--- config.mk ---
export PLATFORM = sky130hd
export DESIGN_NAME = alu_issue
export DESIGN_NICKNAME = d
export VERILOG_FILES = /design/src/rtl/alu_issue.sv
export SDC_FILE = /design/constraint.sdc
export NUM_CORES = 1
export LEC_CHECK = 0
export ABC_AREA = 1
export CAP_MARGIN = 20
export CORE_MARGIN = 1.5
export CORE_UTILIZATION = 46
export DETAILED_ROUTE_END_ITERATION = 8
export PLACE_DENSITY = 0.95
export SLEW_MARGIN = 30
export SYNTH_ARGS = -nofsm -noshare
export SYNTH_HDL_FRONTEND = slang
export SYNTH_SLANG_ARGS = --single-unit
export TNS_END_PERCENT = 10
--- constraint.sdc ---
create_clock -name clk -period 6.4 [get_ports clk]
set_input_delay 0.64 -clock clk [delete_from_list [all_inputs] [get_ports clk]]
set_output_delay 0.64 -clock clk [all_outputs]
set_load 0.005 [all_outputs]
--- src/rtl/alu_issue.sv ---
// RV32I integer decode-and-issue stage: decodes an instruction into ALU select and operands,
// presents them for one cycle, and captures the ALU result into a writeback register.
module alu_issue #(
  parameter int XLEN = 32
) (
  input  logic            clk,
  input  logic            rst,
  input  logic            inValid,
  output logic            inReady,
  input  logic [31:0]     inInstr,
  input  logic [XLEN-1:0] inPc,
  input  logic [XLEN-1:0] inRs1,
  input  logic [XLEN-1:0] inRs2,
  output logic [3:0]      aluOutSel,
  output logic [XLEN-1:0] opA,
  output logic [XLEN-1:0] opB,
  input  logic [XLEN-1:0] aluOut,
  output logic            wbValid,
  input  logic            wbReady,
  output logic [4:0]      wbRd,
  output logic            wbWe,
  output logic [XLEN-1:0] wbData,
  output logic            wbIllegal
);

  localparam logic [3:0] SEL_ADD  = 4'b0000;
  localparam logic [3:0] SEL_SUB  = 4'b0001;
  localparam logic [3:0] SEL_XOR  = 4'b0010;
  localparam logic [3:0] SEL_OR   = 4'b0011;
  localparam logic [3:0] SEL_AND  = 4'b0100;
  localparam logic [3:0] SEL_SLT  = 4'b0101;
  localparam logic [3:0] SEL_SLTU = 4'b0110;
  localparam logic [3:0] SEL_SLL  = 4'b0111;
  localparam logic [3:0] SEL_SRL  = 4'b1000;
  localparam logic [3:0] SEL_SRA  = 4'b1001;
  localparam logic [3:0] SEL_PASS = 4'b1111;

  localparam logic [6:0] OPC_OP    = 7'b0110011;
  localparam logic [6:0] OPC_OPIMM = 7'b0010011;
  localparam logic [6:0] OPC_LUI   = 7'b0110111;
  localparam logic [6:0] OPC_AUIPC = 7'b0010111;

  localparam logic [6:0] F7_BASE = 7'b0000000;
  localparam logic [6:0] F7_ALT  = 7'b0100000;

  // Instruction fields
  logic [6:0] opcode;
  logic [4:0] rd;
  logic [2:0] funct3;
  logic [6:0] funct7;
  logic       f7_base;
  logic       f7_alt;

  assign opcode  = inInstr[6:0];
  assign rd      = inInstr[11:7];
  assign funct3  = inInstr[14:12];
  assign funct7  = inInstr[31:25];
  assign f7_base = (funct7 == F7_BASE);
  assign f7_alt  = (funct7 == F7_ALT);

  logic [XLEN-1:0] imm_i;
  logic [XLEN-1:0] imm_u;
  logic [XLEN-1:0] shamt_rs2;
  logic [XLEN-1:0] shamt_imm;

  assign imm_i = {{(XLEN-12){inInstr[31]}}, inInstr[31:20]};
  assign imm_u = {inInstr[31:12], 12'h000};

  // Shift amounts keep only the low five bits; everything above is forced to zero.
  genvar gi;
  generate
    for (gi = 0; gi < XLEN; gi++) begin : g_shamt
      if (gi < 5) begin : g_lo
        assign shamt_rs2[gi] = inRs2[gi];
        assign shamt_imm[gi] = inInstr[20+gi];
      end else begin : g_hi
        assign shamt_rs2[gi] = 1'b0;
        assign shamt_imm[gi] = 1'b0;
      end
    end
  endgenerate

  // Register-register ops
  logic [3:0]      op_sel;
  logic            op_legal;
  logic            op_shift;

  always_comb begin
    op_sel   = SEL_PASS;
    op_legal = 1'b0;
    op_shift = 1'b0;
    unique case (funct3)
      3'b000: begin
        if (f7_base) begin
          op_sel   = SEL_ADD;
          op_legal = 1'b1;
        end else if (f7_alt) begin
          op_sel   = SEL_SUB;
          op_legal = 1'b1;
        end
      end
      3'b001: begin
        op_sel   = SEL_SLL;
        op_legal = f7_base;
        op_shift = 1'b1;
      end
      3'b010: begin
        op_sel   = SEL_SLT;
        op_legal = f7_base;
      end
      3'b011: begin
        op_sel   = SEL_SLTU;
        op_legal = f7_base;
      end
      3'b100: begin
        op_sel   = SEL_XOR;
        op_legal = f7_base;
      end
      3'b101: begin
        op_shift = 1'b1;
        if (f7_base) begin
          op_sel   = SEL_SRL;
          op_legal = 1'b1;
        end else if (f7_alt) begin
          op_sel   = SEL_SRA;
          op_legal = 1'b1;
        end
      end
      3'b110: begin
        op_sel   = SEL_OR;
        op_legal = f7_base;
      end
      default: begin
        op_sel   = SEL_AND;
        op_legal = f7_base;
      end
    endcase
  end

  // Register-immediate ops; only the shifts look at funct7
  logic [3:0]      opi_sel;
  logic            opi_legal;
  logic            opi_shift;

  always_comb begin
    opi_sel   = SEL_PASS;
    opi_legal = 1'b1;
    opi_shift = 1'b0;
    unique case (funct3)
      3'b000: opi_sel = SEL_ADD;
      3'b001: begin
        opi_sel   = SEL_SLL;
        opi_legal = f7_base;
        opi_shift = 1'b1;
      end
      3'b010: opi_sel = SEL_SLT;
      3'b011: opi_sel = SEL_SLTU;
      3'b100: opi_sel = SEL_XOR;
      3'b101: begin
        opi_shift = 1'b1;
        if (f7_base) begin
          opi_sel = SEL_SRL;
        end else if (f7_alt) begin
          opi_sel = SEL_SRA;
        end else begin
          opi_legal = 1'b0;
        end
      end
      3'b110: opi_sel = SEL_OR;
      default: opi_sel = SEL_AND;
    endcase
  end

  // Final decode
  logic [3:0]      dec_sel;
  logic [XLEN-1:0] dec_opa;
  logic [XLEN-1:0] dec_opb;
  logic            dec_illegal;
  logic            dec_we;

  always_comb begin
    dec_sel     = SEL_PASS;
    dec_opa     = '0;
    dec_opb     = '0;
    dec_illegal = 1'b1;
    unique case (opcode)
      OPC_OP: begin
        if (op_legal) begin
          dec_sel     = op_sel;
          dec_opa     = inRs1;
          dec_opb     = op_shift ? shamt_rs2 : inRs2;
          dec_illegal = 1'b0;
        end
      end
      OPC_OPIMM: begin
        if (opi_legal) begin
          dec_sel     = opi_sel;
          dec_opa     = inRs1;
          dec_opb     = opi_shift ? shamt_imm : imm_i;
          dec_illegal = 1'b0;
        end
      end
      OPC_LUI: begin
        dec_sel     = SEL_PASS;
        dec_opa     = imm_u;
        dec_opb     = '0;
        dec_illegal = 1'b0;
      end
      OPC_AUIPC: begin
        dec_sel     = SEL_ADD;
        dec_opa     = inPc;
        dec_opb     = imm_u;
        dec_illegal = 1'b0;
      end
      default: begin
        dec_illegal = 1'b1;
      end
    endcase
  end

  assign dec_we = !dec_illegal && (rd != 5'd0);

  // Handshake
  logic            s1_valid_reg;
  logic            s1_valid_next;
  logic [3:0]      sel_reg;
  logic [XLEN-1:0] opa_reg;
  logic [XLEN-1:0] opb_reg;
  logic [4:0]      s1_rd_reg;
  logic            s1_we_reg;
  logic            s1_ill_reg;

  logic            wb_valid_reg;
  logic            wb_valid_next;
  logic [4:0]      wb_rd_reg;
  logic            wb_we_reg;
  logic [XLEN-1:0] wb_data_reg;
  logic            wb_ill_reg;

  logic            s1_adv;
  logic            in_fire;
  logic            wb_fire;

  assign s1_adv  = s1_valid_reg && (!wb_valid_reg || wbReady);
  assign inReady = !s1_valid_reg || s1_adv;
  assign in_fire = inValid && inReady;
  assign wb_fire = wb_valid_reg && wbReady;

  always_comb begin
    s1_valid_next = s1_valid_reg;
    if (in_fire) begin
      s1_valid_next = 1'b1;
    end else if (s1_adv) begin
      s1_valid_next = 1'b0;
    end
  end

  always_comb begin
    wb_valid_next = wb_valid_reg;
    if (s1_adv) begin
      wb_valid_next = 1'b1;
    end else if (wb_fire) begin
      wb_valid_next = 1'b0;
    end
  end

  // S1: ALU-facing registers hold their last values while idle or stalled
  always_ff @(posedge clk or posedge rst) begin
    if (rst) begin
      s1_valid_reg <= 1'b0;
      sel_reg      <= SEL_PASS;
      opa_reg      <= '0;
      opb_reg      <= '0;
      s1_rd_reg    <= 5'd0;
      s1_we_reg    <= 1'b0;
      s1_ill_reg   <= 1'b0;
    end else begin
      s1_valid_reg <= s1_valid_next;
      if (in_fire) begin
        sel_reg    <= dec_sel;
        opa_reg    <= dec_opa;
        opb_reg    <= dec_opb;
        s1_rd_reg  <= rd;
        s1_we_reg  <= dec_we;
        s1_ill_reg <= dec_illegal;
      end
    end
  end

  // S2: the ALU result settles within the cycle S1 presents operands
  always_ff @(posedge clk or posedge rst) begin
    if (rst) begin
      wb_valid_reg <= 1'b0;
      wb_rd_reg    <= 5'd0;
      wb_we_reg    <= 1'b0;
      wb_data_reg  <= '0;
      wb_ill_reg   <= 1'b0;
    end else begin
      wb_valid_reg <= wb_valid_next;
      if (s1_adv) begin
        wb_rd_reg   <= s1_rd_reg;
        wb_we_reg   <= s1_we_reg;
        wb_data_reg <= s1_ill_reg ? '0 : aluOut;
        wb_ill_reg  <= s1_ill_reg;
      end
    end
  end

  assign aluOutSel = sel_reg;
  assign opA       = opa_reg;
  assign opB       = opb_reg;
  assign wbValid   = wb_valid_reg;
  assign wbRd      = wb_rd_reg;
  assign wbWe      = wb_we_reg;
  assign wbData    = wb_data_reg;
  assign wbIllegal = wb_ill_reg;

endmodule

-- After elaboration in Yosys (flattened, before gate mapping)
Index checks and enable logic that the tools add are counted.
- RAM bits: 0
- bits in read-only memories: 0
- memories: 0
- input port bits: 164
- latch bits: 0
- register bits after elaboration: 116
- word-level logic and storage cells: 70
- add/sub/neg operators: 0
- bitwise logic cells: 0
- reductions and logical operators: 17
- multipliers: 0
- multiplexer cells: 30
- order comparisons: 0
- eq/ne operators: 11
- div/mod/pow operators: 0
- shifts and indexed selects: 0
- operators with widths (operator ; count):
    two-way mux 32 bit ; 7
    case mux 32 bit (4 select lines) ; 1
    case mux 32 bit (3 select lines) ; 1
    case mux 4 bit (7 select lines) ; 2
    equality test 7 x 6 -> 1 bit (second input constant) ; 3
    two-way mux 4 bit ; 4
    equality test 7 x 5 -> 1 bit (second input constant) ; 2
    case mux 4 bit (3 select lines) ; 1
    two-way mux 1 bit ; 10
    equality test 3 bit (second input constant) ; 3
    zero test 7 bit ; 1
    equality test 3 x 2 -> 1 bit (second input constant) ; 2
    two-way mux 3 bit ; 2
    OR reduction 2 bit ; 3
    nonzero test 5 bit ; 1
    logical AND 1 bit ; 4
    nonzero test 2 bit ; 2
    equality test 3 x 1 -> 1 bit (second input constant) ; 1
    zero test 1 bit ; 3
    zero test 3 bit ; 1
    case mux 1 bit (3 select lines) ; 1
    logical OR 1 bit ; 2
    case mux 1 bit (2 select lines) ; 1

-- Depth between registers and ports, before layout
Gate-level depths: netlist of the first run.
- depth after elaboration: 8
- gate-level depth with buffers: 12
- mapped depth without buffers: 11

-- Least setup slack after synthesis of the first run
Ideal clock, no wire load.
- path kind: in2reg
- from: in inInstr[1]
- to: reg opa_reg[0], in the netlist opA[0]
- stages: 10
- data required time: 6334 ps
- arrival time: 1628 ps
- path slack: 4706 ps
- buffers on the path: 2
- cell sequence: nand2_1 -> nor2_1 -> inv_2 -> nor2_4 -> buf_6 -> buf_6 -> nand3_1 -> nand3_1 -> nand2_1 -> nand2_1
- cells in the longest elaborated chain, start to end: 2
- ends and longest elaborated chain (element ; RTL line ; source):
    from (decl) ; 10 ; input logic [31:0] inInstr,
    equality test 7 x 5 -> 1 bit / equality test 7 x 6 -> 1 bit (equally long branches) ; 186 ; unique case (opcode)
    case mux 32 bit (4 select lines) (*) ; 186 ;
    to (signal assigned) ; 281 ; opa_reg <= dec_opa;
    to (decl) ; 227 ; logic [XLEN-1:0] opa_reg;
Every way passes the cells marked *; elsewhere a longest branch is shown, timed or not.
A chain may end at the register's enable or synchronous reset.

-- Worst setup path in the final report of the first run
- from: in wbReady
- to: reg sel_reg[0], in the netlist aluOutSel[0]
- cells in the longest elaborated chain, start to end: 4
- ends and longest elaborated chain (element ; RTL line ; source):
    from (decl) ; 19 ; input logic wbReady,
    logical OR 1 bit ; 244 ; assign s1_adv = s1_valid_reg && (!wb_valid_reg || wbReady);
    logical AND 1 bit ; 244 ;
    logical OR 1 bit ; 245 ; assign inReady = !s1_valid_reg || s1_adv;
    logical AND 1 bit ; 246 ; assign in_fire = inValid && inReady;
    to (signal assigned) ; 280 ; sel_reg <= dec_sel;
    to (decl) ; 226 ; logic [3:0] sel_reg;
No other way between the ends.

==> results.yml, run 1 <==
yosys:
  ys_types: 26
  syn-num-nets: 1036
  yosys-top-cells-count: "369 x nand2_1, 149 x nand3_1, 112 x dfrtp_1"
  ys_top_cells_by_area: "dfrtp_1 44%, nand2_1 22%, nand3_1 12%, a22o_1 4.4%, inv_1 3.5%"
  yosys_warnings: 0
  synth_top_area_share_pct: 44.3
  async_flop_share_pct: 100
  synth_seq_area_share_pct: 46.0
  synthCells: 872
  synth-main-ff-cell: "dfrtp_1"
  syn-cell-area_um2: 6320
  synth-edff-count: 0
  yosysMostFrequentCell: "nand2_1"
  synth-seq-cells: 116
  synth_top_area_cell: "dfrtp_1"
  postSynthAreaPerCell_um2: 7.25
min_path:
  hp-class: "flop to flop"
worst_setup_path:
  r2r_end: "aluOutSel[0]$_DFFE_PP1P_"
  cp.arrival_ns: 3.21
  required_ns: 6.75
  path_class: "input pin to flop"
  r2r-start: "wbValid$_DFFE_PP0P_"
  ff2ff_path_depth: 9
  crit_start: "wbReady"
  crit_path_start_kind: "input pin"
  reg2reg_slack_ns: 3.83
  cp-end-kind: "flop"
  cp_max_fo: 75
  crit_path_end: "aluOutSel[0]$_DFFE_PP1P_"
floorplan:
  die_y_um: 120
  fp.dieW_um: 120
  die-area_um2: 14500
  core.rowCount: 42
  core_um2: 13300
  ios: 273
  start_util_pct: 47.4
place:
  port-buffer-count: 272
  gp_congestion: 0.884
  place_inst: 1275
  place_hpwl_um: 15600
  preCtsSetupSlack_ns: 3.15
timing:
  rsz0062_at_grt: "false"
  fin_skew_ns: 0.00737
  post-route-period-util_pct: 44.7
  hold_viol_final: 0
  worstMarginPinSlew_ns: 0.891
  setup_viol: 0
  fmax_mhz: 350
  final.min_clock_period_ns: 2.86
  slew_viol_final: 0
  layout_setup_ws_ns: 3.54
  slew_headroom_pct: 40.6
  finalSetupTns_ns: 0
grt:
  antenna_found_initial: 0
  overflow: 0
  grt_pass1_vias: 6527
  grt_pass1_wl_um: 33300
  grt_max_degree: 76
  grtUsageTotal_pct: 30.0
power_and_ir_drop:
  p_int_mw: 1.46
  pwr-share-seq_pct: 39.5
  netSwitchingPower_mw: 0.512
  clock_power_share_pct: 45.9
  leakage_nw: 4.71
  powerDensity_nw_per_um2: 205
  ir_worst_vdd_mv: 0.184
  p_total_mw: 1.97
  switching_share_pct: 26.0
  combinationalPowerShare_pct: 14.6
detailed_routing:
  dr.pass1.iters: 6
  wirelength_um: 21700
  vias_per_cell: 5.36
  post_drt_wl_per_cell_um: 16.6
  drc_errors: 0
  vias: 7010
  ant_nets: 0
  drtIter0Drc: 652
final_layout:
  fin_cells: 1307
  fin_nets: 1282
  antenna_cells: 0
  post_route_cells_drive_above_1_share_pct: 5.57
  area_growth_pct: 52.0
cts:
  h-tree-depth: 4
  cts_max_path_buffers: 2
  clk_pin_slew_ns: 0.06
  post-cts-setup-buffer-count: 0
  cts_buffers: 17
  cts.sinks: 116
  clock_tree.root_cell: "clkbuf_16"
  cts.repair.resized: 0
  clk-insertion-delay-late_ns: 0.41
  cts_tree: "built"
  cts_hold_buf: 0
run_status:
  outcome: "completed"
run:
  max_cap_violations: 0
==> stage by stage <==
stage	hold WS, ns	utilization [%]	area (um^2)
3_3_place_gp	0.449	67.5	9000
4_1_cts	0.467	72.0	9610
5_1_grt	0.496	72.0	9610
2_1_floorplan	0.442	-	6320
3_5_place_dp	0.456	67.7	9040
6_report	0.467	72.0	9610
==> layout make-up <==
class                      count  area (um^2)
clock buffer                  18          439
clock inverter                14          129
fill                        1051         3740
inverter                      71          272
multi-input combinational    635         2860
sequential                   116         2910
tap                          176          220
timing repair buffer         277         2780
==> worst min path at each step <==
stage / from / to / slack, ns / depth (start not counted)
2_1_floorplan: s1_rd_reg[0]$_DFFE_PP0P_ / wbRd[0]$_DFFE_PP0P_ / 0.44 / 2
3_3_place_gp: s1_rd_reg[3]$_DFFE_PP0P_ / wbRd[3]$_DFFE_PP0P_ / 0.45 / 2
3_5_place_dp: s1_rd_reg[3]$_DFFE_PP0P_ / wbRd[3]$_DFFE_PP0P_ / 0.46 / 2
4_1_cts: s1_rd_reg[3]$_DFFE_PP0P_ / wbRd[3]$_DFFE_PP0P_ / 0.47 / 2
5_1_grt: opA[26]$_DFFE_PP0P_ / opA[26]$_DFFE_PP0P_ / 0.50 / 2
6_report: s1_rd_reg[3]$_DFFE_PP0P_ / wbRd[3]$_DFFE_PP0P_ / 0.47 / 2
==> placed cells by master, fill, tap and decap left out, types with 2 or more instances in the layout <==
cell	instances
clkinv_1	2
inv_1	58
nor2_1	41
nand2_2	3
buf_4	4
dfstp_2	4
clkinv_4	3
clkdlybuf4s50_1	272
nor2_4	4
o21ai_0	14
clkinvlp_4	3
a22o_1	32
inv_6	4
clkinv_2	3
nand4_1	16
nand3_1	149
inv_2	9
dfrtp_1	112
nand2_1	368
clkbuf_16	17
inv_4	2
==> routing by layer <==
layer	global-route usage (%)	vias to the layer above	share of wire [%]
met1	35.9	3200	37
met2	48.8	450	46
met3	8.35	74	11
met4	16.9	0	5.4
li1	-	3286	-
met5	0	-	0
==> logic make-up (layout without fill, tap and decap cells) <==
family,count (synthesis),in the layout,synth area share [%]
buffers and inverters,121,380,8.93
DFF,116,116,46.0
and+or+nand+nor,586,586,39.3
AOI/OAI and AO/OA,49,49,5.80
==> critical path: stages <==
cell and delay (ns):
clkdlybuf4s50_1 0.40, inv_1 0.09, nand3_1 0.13, nand2_2 0.08, buf_4 0.60, inv_4 0.45
nand2_1 0.21, clkinv_1 0.26, nand3_1 0.17, nor2_1 0.05, nor2_1 0.08
==> power by group through the flow <==
stage | clock (mW) | sequential (mW) | combinational, mW
floorplan | 0 | 0.789 | 0.0978
global placement | 0 | 0.789 | 0.281
detailed placement | 0 | 0.790 | 0.286
CTS | 0.915 | 0.778 | 0.287
global route | 0.958 | 0.780 | 0.309
finish | 0.905 | 0.778 | 0.287
Note: power is estimated with default switching activity, not from simulation.
==> run 2, diff against run 1 <==
--- a/config.mk
+++ b/config.mk
@@ -8,9 +8,9 @@
 export ABC_AREA = 1
 export CAP_MARGIN = 20
 export CORE_MARGIN = 1.5
-export CORE_UTILIZATION = 46
+export CORE_UTILIZATION = 39
 export DETAILED_ROUTE_END_ITERATION = 8
-export PLACE_DENSITY = 0.95
+export PLACE_DENSITY = 0.88
 export SLEW_MARGIN = 30
 export SYNTH_ARGS = -nofsm -noshare
 export SYNTH_HDL_FRONTEND = slang
==> constraint.sdc (replaced) <==
create_clock -name clk -period 2.6 [get_ports clk]
set_input_delay 0.26 -clock clk [delete_from_list [all_inputs] [get_ports clk]]
set_output_delay 0.26 -clock clk [all_outputs]
set_load 0.005 [all_outputs]
==> results.yml, run 2 (synthesis gave the netlist of run 1 again) <==
run_status:
  outcome: "completed"
floorplan:
  start_util_pct: 39.8
  die_y_um: 130
  core.rowCount: 46
  die-area_um2: 17000
  core_um2: 15900
  ios: 273
  fp.dieW_um: 130
cts:
  cts_buffers: 17
  clk_pin_slew_ns: 0.05
  post-cts-setup-buffer-count: 0
  h-tree-depth: 4
  cts.sinks: 116
  clk-insertion-delay-late_ns: 0.40
  cts_tree: "built"
  cts.repair.resized: 0
  clock_tree.root_cell: "clkbuf_16"
  cts_hold_buf: 0
  cts_max_path_buffers: 2
final_layout:
  fillers: 1412
  post_route_cells_drive_above_1_share_pct: 6.86
  fin_nets: 1302
  post-route-util_pct: 62.4
  final_common_cell: "nand2_1"
  area_growth_pct: 56.8
  stdcell_area_um2: 9910
  final_cell_mix: "368 x nand2_1, 272 x clkdlybuf4s50_1, 149 x nand3_1, 112 x dfrtp_1, 58 x inv_1"
timing:
  fmax_mhz: 523
  post-route-period-util_pct: 73.5
  setup_viol: 0
  final.min_clock_period_ns: 1.91
  fin_skew_ns: 0.00674
  finalSetupTns_ns: 0
  slew_headroom_pct: 52.5
  rsz0062_at_grt: "false"
  hold_viol_final: 0
  worstMarginPinSlew_ns: 0.710
  slew_viol_final: 0
detailed_routing:
  vias: 7032
  wirelength_um: 23100
  post_drt_wl_per_cell_um: 16.9
  drc_errors: 0
  dr.pass1.iters: 5
  vias_per_cell: 5.14
  ant_nets: 0
  drtIter0Drc: 437
place:
  port-buffer-count: 272
  place_hpwl_um: 17200
  gp_congestion: 0.927
  place_area_um2: 9290
power_and_ir_drop:
  powerDensity_nw_per_um2: 517
  ir_worst_vdd_mv: 0.431
  leakage_nw: 4.85
grt:
  met3_usage_pct: 8.49
  antenna_found_initial: 0
  use_met2_pct: 45.0
  grt_max_degree: 63
  overflow: 0
  grt_pass1_vias: 6710
  grt_pass1_wl_um: 35000
  grtUsageTotal_pct: 27.3
  grtUsageMet1_pct: 31.6
  busiest_layer: "met2"
worst_setup_path:
  crit_path_start_kind: "input pin"
  path_class: "input pin to flop"
  cp_max_fo: 11
  cp-end-kind: "flop"
  required_ns: 2.94
  cp.arrival_ns: 2.26
run:
  max_cap_violations: 0
min_path:
  hp-class: "input pin to async pin"
## run 2: cell types whose count changed in the layout (fill, tap and decap cells not counted), moves of 2 or more
cell,change
buf_12,+6
clkinv_4,-2
bufinv_16,+3
buf_4,+15
clkbuf_1,+4
inv_4,-2
inv_6,-4
## run 2: critical path: stages
cell	delay, ns
clkdlybuf4s50_1	0.52
nor2_1	0.24
inv_1	0.07
nor2_1	0.13
o21ai_1	0.12
nor2_1	0.56
nand2_1	0.12
nand2_1	0.10
nand2_1	0.06
nand2_1	0.07
## run 2: path summary, 6_finish.rpt
check	from	to	slack, ns	cells after the start
min in group clk	inInstr[7]	s1_rd_reg[0]$_DFFE_PP0P_	0.44	3
hold reg to reg	s1_rd_reg[2]$_DFFE_PP0P_	wbRd[2]$_DFFE_PP0P_	0.47	2
hold / removal	rst	wbWe$_DFFE_PP0P_	0.36	3
setup reg to reg	wbValid$_DFFE_PP0P_	aluOutSel[3]$_DFFE_PP1P_	0.99	7
setup / recovery	inInstr[29]	opB[5]$_DFFE_PP0P_	0.69	10
max in group asynchronous	rst	opA[20]$_DFFE_PP0P_	1.94	3
## run 2: layout make-up
type	count	area [um^2]	area share, %
Antenna cell	1	2.50	0.0252
Inverter	71	270	2.73
Multi-Input combinational cell	635	2860	28.8
Tap cell	216	270	2.73
Sequential cell	116	2910	29.3
Clock inverter	9	151	1.53
Timing Repair Buffer	297	2990	30.1
Clock buffer	23	468	4.72
## run 2: power breakdown
group          leakage (nW)  internal, mW  switching [mW]  total (mW)
sequential             1.57          1.88          0.0362        1.91
clock                 0.301          1.65           0.810        2.46
combinational          2.98         0.391           0.359       0.750
## run 2: metrics by stage
step	hold WS [ns]	total power, mW	std cells	setup WS [ns]
CTS	0.364	5.15	1367	0.727
finish	0.358	5.12	1368	0.688
global route	0.381	5.31	1367	0.526
floorplan	0.370	2.18	872	0.930
global placement	0.451	2.68	1335	0.375
detailed placement	0.456	2.69	1335	0.311
## run 2: metal layers
metal	vias up	part of all wire, %
met5	-	0
met4	0	4.3
met3	62	11
met2	383	47
met1	3258	38
li1	3329	-
==> run 3, diff against run 2 <==
==> constraint.sdc (replaced) <==
create_clock -name clk -period 1.65 [get_ports clk]
set_input_delay 0.165 -clock clk [delete_from_list [all_inputs] [get_ports clk]]
set_output_delay 0.165 -clock clk [all_outputs]
set_load 0.005 [all_outputs]
==> results.yml, run 3 (synthesis gave the netlist of run 1 again) <==
worst_setup_path:
  crit_path_start_kind: "flop"
  cpLargestDelayFamily: "buffers and inverters"
  max_stage_delay_ns: 0.58
  crit_buf_inv: 1
  path_class: "flop to output pin"
  cp_max_fo: 2
  cpMaxStageDelayCell: "clkdlybuf4s50_1"
  cp-end-kind: "output pin"
  required_ns: 1.48
  path_cells: "clkdlybuf4s50_1"
  cp.arrival_ns: 1.39
place:
  preCtsSetupSlack_ns: -0.306
  gp_congestion: 0.988
  port-buffer-count: 272
  place_hpwl_um: 17600
timing:
  hold_viol_final: 0
  setup_viol: 0
  fmax_mhz: 641
  worstMarginPinSlew_ns: 0.364
  final.min_clock_period_ns: 1.56
  rsz0062_at_grt: "false"
  slew_headroom_pct: 75.8
  layout_setup_ws_ns: 0.0908
  fin_skew_ns: 0.00661
  slew_viol_final: 0
  whs_ns: 0.0685
  post-route-period-util_pct: 94.5
grt:
  grt_pass1_vias: 7016
  antenna_found_initial: 0
  grtUsageTotal_pct: 28.3
  grt_max_degree: 49
  overflow: 0
  grt_pass1_wl_um: 36400
cts:
  h-tree-depth: 4
  cts_tree: "built"
  clk-insertion-delay-late_ns: 0.42
  clock_tree.root_cell: "clkbuf_16"
  cts_max_path_buffers: 2
  cts_buffers: 17
  cts.sinks: 116
  clk_pin_slew_ns: 0.06
  post-cts-setup-buffer-count: 0
power_and_ir_drop:
  netSwitchingPower_mw: 2.03
  combinationalPowerShare_pct: 15.8
  ir_worst_vdd_mv: 0.722
  leakage_nw: 5.11
  switching_share_pct: 24.9
  p_int_mw: 6.15
  clock_power_share_pct: 47.4
  powerDensity_nw_per_um2: 785
  pwr-share-seq_pct: 36.8
floorplan:
  die_y_um: 130
  fp.dieW_um: 130
  core_um2: 15900
  core.rowCount: 46
  ios: 273
  die-area_um2: 17000
  start_util_pct: 39.8
detailed_routing:
  post_drt_wl_per_cell_um: 17.0
  wirelength_um: 24000
  vias_per_cell: 5.10
  ant_nets: 0
  dr.pass1.iters: 5
  drc_errors: 0
  vias: 7209
  drtIter0Drc: 436
run_status:
  outcome: "completed"
final_layout:
  antenna_cells: 0
  final_cell_mix: "367 x nand2_1, 267 x clkdlybuf4s50_1, 148 x nand3_1, 112 x dfrtp_1, 58 x inv_1"
  final_common_cell: "nand2_1"
  fin_nets: 1349
  fillers: 1314
  post-route-util_pct: 65.6
  area_growth_pct: 64.9
  post_route_cells_drive_above_1_share_pct: 11.1
run:
  max_cap_violations: 0
min_path:
  hp-class: "input pin to async pin"
[run 3: cell types whose count changed in the layout (fill, tap and decap cells not counted), sizes merged, moves of 2 or more]
cell and change:
buf +47, clkdlybuf4s50 -5, clkbuf -2, clkinvlp +4, clkinv -2, dlygate4sd2 +4
[run 3: power by group through the flow]
stage	Clock [mW]	Combinational (mW)	Sequential (mW)
floorplan	0	0.380	3.06
global placement	0	1.26	3.05
detailed placement	0	1.28	3.06
CTS	3.92	1.29	3.02
global route	4.06	1.39	3.03
finish	3.88	1.29	3.02
[run 3: worst reg2reg max path: stages, from the launching register on]
cell	delay (ns)
dfrtp_1	0.39
nand3_2	0.12
nand2_2	0.21
inv_2	0.11
nand2_1	0.10
clkinv_1	0.12
buf_4	0.17
nand2_1	0.07
nand2_1	0.06
[run 3: worst paths after layout]
| path | start | end | slack, ns | cells after the start |
|---|---|---|---|---|
| worst min register to register | s1_rd_reg[3]$_DFFE_PP0P_ | wbRd[3]$_DFFE_PP0P_ | 0.47 | 2 |
| worst min-delay path | rst | wbData[1]$_DFFE_PP0P_ | 0.07 | 2 |
| worst max register to register | wbValid$_DFFE_PP0P_ | opB[11]$_DFFE_PP0P_ | 0.19 | 8 |
| worst max-delay path | opB[31]$_DFFE_PP0P_ | opB[31] | 0.09 | 1 |
| min in group clk | inInstr[7] | s1_rd_reg[0]$_DFFE_PP0P_ | 0.31 | 3 |
| max in group asynchronous | rst | opA[0]$_DFFE_PP0P_ | 0.96 | 4 |
[run 3: timing repair]
item,4_1_cts,5_1_grt
resized for setup,5,4
gates cloned,0,0
hold buffers,0,0
endpoints found under the setup margin,5,13
[run 3: routing by layer]
layer,vias up,part of all wire [%],GRT usage (%)
li1,3422,-,-
met1,3280,39,33.5
met2,430,46,46.5
met3,77,10,8.24
met4,0,4.4,15.0
met5,-,0,0
[run 3: layout make-up]
class                      instances  area (um^2)  share of cell area, %
tap                              216          270                   2.59
inverter                          71          270                   2.59
clock inverter                    11          150                   1.44
sequential                       116         2910                   27.9
timing repair buffer             344         3490                   33.4
clock buffer                      21          470                   4.51
multi-input combinational        635         2870                   27.5
[run 3: through the flow]
| step | power [mW] | instance area [um^2] | setup TNS, ns | cells |
|---|---|---|---|---|
| CTS | 8.23 | 10400 | 0 | 1414 |
| global placement | 4.32 | 9790 | -14.72 | 1382 |
| floorplan | 3.44 | 6330 | 0 | 872 |
| detailed placement | 4.35 | 9790 | -16.96 | 1382 |
| global route | 8.48 | 10400 | 0 | 1414 |
| finish | 8.18 | 10400 | 0 | 1414 |
